===== config.mk =====
export PLATFORM = sky130hd
export DESIGN_NAME = seq_divider
export DESIGN_NICKNAME = d
export VERILOG_FILES = /design/src/rtl/div_pkg.sv /design/src/rtl/div_step.sv /design/src/rtl/seq_divider.sv
export SDC_FILE = /design/constraint.sdc
export NUM_CORES = 1
export LEC_CHECK = 0
export BUFFER_PORTS_ARGS = -buffer_cell sky130_fd_sc_hd__buf_2
export CORE_ASPECT_RATIO = 1.2
export CORE_UTILIZATION = 59
export DETAILED_ROUTE_END_ITERATION = 10
export GPL_ROUTABILITY_DRIVEN = 0
export PLACE_DENSITY = 0.81
export RECOVER_POWER = 100
export SLEW_MARGIN = 20
export SYNTH_ARGS = -nofsm -noshare
export SYNTH_HDL_FRONTEND = slang
export SYNTH_SLANG_ARGS = --single-unit

===== constraint.sdc =====
create_clock -name clk -period 3.5 [get_ports clk]
set_clock_uncertainty 0.05 [all_clocks]
set_input_delay 0.7 -clock clk [delete_from_list [all_inputs] [get_ports clk]]
set_output_delay 0.7 -clock clk [all_outputs]
set_load 0.02 [all_outputs]

===== src/rtl/div_pkg.sv =====
// Shared types and constants for the sequential restoring divider.
package div_pkg;

    localparam int DEF_DW = 8;
    localparam int DEF_VW = 4;

    // Quotient reported when the divisor is zero (default width).
    localparam logic [DEF_DW-1:0] DBZ_QUOTIENT = '1;

    typedef enum logic [1:0] {
        IDLE = 2'd0,
        RUN  = 2'd1,
        DONE = 2'd2
    } state_e;

endpackage


===== src/rtl/div_step.sv =====
// One combinational restoring-division step: shift in a dividend bit, trial-subtract the divisor.
module div_step #(
    parameter int VW = 4
) (
    input  logic [VW-1:0] r_i,
    input  logic          bit_i,
    input  logic [VW-1:0] d_i,
    output logic [VW-1:0] r_o,
    output logic          q_bit_o
);

    // The shifted remainder needs one extra bit so the compare cannot overflow;
    // after restoring, the result is below the divisor and fits back in VW bits.
    logic [VW:0] r_shift;

    assign r_shift = {r_i, bit_i};

    always_comb begin
        q_bit_o = (r_shift >= {1'b0, d_i});
        r_o     = q_bit_o ? VW'(r_shift - {1'b0, d_i}) : r_shift[VW-1:0];
    end

endmodule


===== src/rtl/seq_divider.sv =====
// Iterative restoring unsigned divider, one quotient bit per clock, valid/ready on both sides.
module seq_divider
    import div_pkg::*;
#(
    parameter int DW = DEF_DW,
    parameter int VW = DEF_VW
) (
    input  logic          clk,
    input  logic          rst_n,
    input  logic          in_valid,
    output logic          in_ready,
    input  logic [DW-1:0] dividend,
    input  logic [VW-1:0] divisor,
    output logic          out_valid,
    input  logic          out_ready,
    output logic [DW-1:0] quotient,
    output logic [VW-1:0] remainder,
    output logic          div_by_zero
);

    localparam int CW = $clog2(DW + 1);

    state_e        state_q, state_d;
    logic [DW-1:0] q_sh_q, q_sh_d;
    logic [VW-1:0] d_q, d_d;
    logic [VW-1:0] r_q, r_d;
    logic          dz_q, dz_d;
    logic [CW-1:0] cnt_q, cnt_d;
    logic          in_ready_q;
    logic [DW-1:0] quotient_q, quotient_d;
    logic [VW-1:0] remainder_q, remainder_d;
    logic          dbz_q, dbz_d;

    logic [VW-1:0] r_step;
    logic          q_bit;

    div_step #(.VW(VW)) u_step (
        .r_i     (r_q),
        .bit_i   (q_sh_q[DW-1]),
        .d_i     (d_q),
        .r_o     (r_step),
        .q_bit_o (q_bit)
    );

    always_comb begin
        state_d     = state_q;
        q_sh_d      = q_sh_q;
        d_d         = d_q;
        r_d         = r_q;
        dz_d        = dz_q;
        cnt_d       = cnt_q;
        quotient_d  = quotient_q;
        remainder_d = remainder_q;
        dbz_d       = dbz_q;
        case (state_q)
            IDLE: begin
                if (in_valid && in_ready_q) begin
                    q_sh_d  = dividend;
                    d_d     = divisor;
                    r_d     = '0;
                    dz_d    = (divisor == '0);
                    cnt_d   = CW'(DW);
                    state_d = RUN;
                end
            end
            RUN: begin
                if (cnt_q != '0) begin
                    q_sh_d = {q_sh_q[DW-2:0], q_bit};
                    r_d    = r_step;
                    cnt_d  = cnt_q - CW'(1);
                end else begin
                    // Zero divisor still runs all DW steps so latency stays data-independent.
                    quotient_d  = dz_q ? {DW{1'b1}} : q_sh_q;
                    remainder_d = dz_q ? '0 : r_q;
                    dbz_d       = dz_q;
                    state_d     = DONE;
                end
            end
            DONE: begin
                if (out_ready) begin
                    state_d = IDLE;
                end
            end
            default: state_d = IDLE;
        endcase
    end

    always_ff @(posedge clk or negedge rst_n) begin
        if (!rst_n) begin
            state_q     <= IDLE;
            q_sh_q      <= '0;
            d_q         <= '0;
            r_q         <= '0;
            dz_q        <= 1'b0;
            cnt_q       <= '0;
            in_ready_q  <= 1'b0;
            quotient_q  <= '0;
            remainder_q <= '0;
            dbz_q       <= 1'b0;
        end else begin
            state_q     <= state_d;
            q_sh_q      <= q_sh_d;
            d_q         <= d_d;
            r_q         <= r_d;
            dz_q        <= dz_d;
            cnt_q       <= cnt_d;
            // Registered so in_ready stays low until the first edge after reset release.
            in_ready_q  <= (state_d == IDLE);
            quotient_q  <= quotient_d;
            remainder_q <= remainder_d;
            dbz_q       <= dbz_d;
        end
    end

    assign in_ready    = in_ready_q;
    assign out_valid   = (state_q == DONE);
    assign quotient    = quotient_q;
    assign remainder   = remainder_q;
    assign div_by_zero = dbz_q;

endmodule


==> impl_metrics.yaml <==
worst_setup_path:
  start_kind: "register"
  crit_chain: "inv_1 > ha_1 > or3b_1 > a21oi_1 > o21ai_0"
  required_ps: 3620
  critPathKind: "register to register"
  arrival_ps: 2620
  cpMaxStageDelayCell: "a21oi_1"
  r2r_start: "cnt_q[0]$_DFFE_PN0P_"
  slowest_delay_ps: 860
  critical_path.max_fanout: 17
  critPathLaunch: "cnt_q[0]$_DFFE_PN0P_"
  cp-end-kind: "register"
timing:
  report.final.hold_viol_count: 0
  layout_min_cycle_time_ps: 2500
  setup_slack_ps: 1000
  period_share_pct: 71.4
  rsz0062_at_grt: "false"
  timing.slew.headroom_pct: -28.1
  tightest_slew_ps: 1920
  setup_tns_ps: 0
  slew_violations: 38
  setup_viol: 0
  fmax_mhz: 400
floorplan:
  dieWidth_um: 53.1
  die_h_um: 63.3
  initial_utilization_pct: 64.0
  row_count: 21
  die_area_mm2: 0.00336
  core-area_mm2: 0.00289
  ioPinCount: 31
yosys:
  syn-mean-instance-area_um2: 10.3
  async_reset_ff_share_pct: 100
  synth-edff-count: 0
  synth_compound_area_share_pct: 16.5
  ys_warn_count: 0
  synth_fa_ha_area_share_pct: 5.14
  synthCells: 180
  synth-xor-area-share_pct: 1.89
  synth_top_family_by_area: "simple AND/OR/NAND/NOR gates"
  synth-seq-cells: 37
  yosys.area_share.simple_pct: 18.1
  synth.cell_area_mm2: 0.00185
  ys_seq_area_share_pct: 50.1
  synth_cell_type_count: 40
  synth.area.mux_share_pct: 2.98
  synthFlopType: "dfrtp_1"
  syn_nets: 203
hold_path:
  hp-start: "remainder[1]$_DFFE_PN0P_"
  min_path_type: "register to register"
clock_network:
  cts_root_buf: "clkbuf_4"
  cts-resized-gates: 0
  cts_tree: "built"
  clock-sinks: 37
  cts_hold_buf: 0
  cts.htree.levels: 2
  clockBufferDepth: 2
  cts_setup_buffers: 0
  clk_latency_ps: 350
  cts_buffers: 5
  clkTransAtPathRegs_ps: 110
drt:
  drtPass1Iterations: 5
  drc: 0
  routed_wl_um: 3770
  routedWlPerCell_um: 15.5
  routed_via_density: 5.71
  route.vias.total: 1387
  drtIter0Drc: 41
  drtAntennaViolNets: 0
status:
  status: "finished with violations"
  violations: "max-capacitance violations, max-slew violations"
global_routing:
  grt_pass1_wl_um: 6350
  antenna_found_initial: 0
  grt_overflow: 0
  grt_max_degree: 38
  grt_pass1_vias: 1428
  grt_usage_pct: 26.4
layout:
  diodes: 0
  final_util_pct: 68.5
  drive_gt1_share_pct: 12.9
  final_common_cell: "dfrtp_1"
  final_cell_area_mm2: 0.00198
  nNetsFinal: 231
  fill_cells: 244
  syn2layout_area_growth_pct: 7.10
  final_cell_mix: "dfrtp_1, nand2_1, o21ai_0, clkbuf_1"
placement:
  dpl.hpwl_um: 2730
  placed_cell_area_mm2: 0.00198
  place_ws_ps: 1530
  portBuffers: 30
power:
  cellPowerDensity_mw_per_mm2: 1060
  p_leak_nw: 0.928
  ir_drop_v: 0.000650
run:
  max_cap_violations: 1
[Yosys cell counts (2+ instances only)]
| master | n | area share, % |
|---|---|---|
| a21oi_4 | 2 | 1.8 |
| a22oi_1 | 3 | 1.2 |
| buf_4 | 2 | 0.81 |
| buf_6 | 3 | 1.8 |
| clkbuf_1 | 3 | 0.61 |
| dfrtp_1 | 37 | 50 |
| ha_1 | 6 | 4.1 |
| inv_1 | 9 | 1.8 |
| mux2i_1 | 4 | 2.2 |
| nand2_1 | 33 | 6.7 |
| nand2b_1 | 4 | 1.4 |
| nand3_1 | 5 | 1.4 |
| nor2_1 | 14 | 2.8 |
| o211ai_1 | 3 | 1.2 |
| o21ai_0 | 11 | 3.0 |
| o21ai_1 | 5 | 1.4 |
| o21ai_2 | 8 | 3.8 |
| o311ai_0 | 3 | 1.4 |
| or2_2 | 2 | 0.68 |
| xor2_1 | 3 | 1.4 |
[kinds of logic after synthesis]
logic type | count (synthesis)
muxes | 5
xor gates and xnor gates | 4
DFF | 37
adders and majority gates | 7
AOI/OAI and AO/OA | 40
and+or+nand+nor | 69
buffers and inverters | 18
[registers in the layout, summed over array words and instances, names as in the netlist]
name and count:
quotient 8, r_q 4, d_q 4, remainder 4, in_ready 1, cnt_q 4
q_sh_q 8, state_q 2, dz_q 1, div_by_zero 1
[critical path, delay by kind of cell (launching register included)]
family	cells	cell delay, ps
buffers and inverters	1	100
adders and majority gates	1	140
AOI/OAI and AO/OA	2	1170
DFF	1	430
and+or+nand+nor	1	430
[final cells by class]
class                      instances  area [um2]  area share (%)
tap                               34        42.5            2.15
inverter                           9        33.8            1.71
sequential                        37         926            46.7
timing repair buffer              30         130            6.57
multi-input combinational        125         759            38.3
clock inverter                     2        37.5            1.90
clock buffer                       6        51.3            2.59
[worst paths after layout]
check,endpoint,slack (ps),cells after the start
worst min register to register,remainder[1]$_DFFE_PN0P_,450,2
worst min-delay path,remainder[1]$_DFFE_PN0P_,450,2
max in group asynchronous,q_sh_q[4]$_DFFE_PN0P_,1480,1
min in group asynchronous,div_by_zero$_DFFE_PN0P_,820,1
worst max-delay path,q_sh_q[6]$_DFFE_PN0P_,1000,5
worst max register to register,q_sh_q[6]$_DFFE_PN0P_,1000,5
[power breakdown]
| part | switching (mW) | total, mW | internal [mW] | leakage, nW |
|---|---|---|---|---|
| registers | 0.153 | 0.784 | 0.631 | 0.467 |
| clock network | 0.146 | 0.316 | 0.170 | 0.0445 |
| logic | 0.620 | 1.00 | 0.383 | 0.417 |
| total | 0.920 | 2.10 | 1.18 | 0.928 |
[metal layers]
metal  vias up  GRT usage (%)  share of wire [%]
li1        666              -                  -
met1       667           34.6                 43
met2        45           39.9                 50
met3         9           6.52                4.2
met4         0           13.2                2.7
met5         -              0                  0
[through the flow]
stage / hold slack, ps / power [mW] / instances
final: 449 / 2.10 / 243
after global routing: 475 / 2.28 / 243
after CTS: 394 / 2.22 / 243
after detailed placement: 421 / 1.91 / 235
after global placement: 406 / 1.83 / 235
after floorplan: 354 / 1.65 / 180
Power figures use the tool's default switching activity.
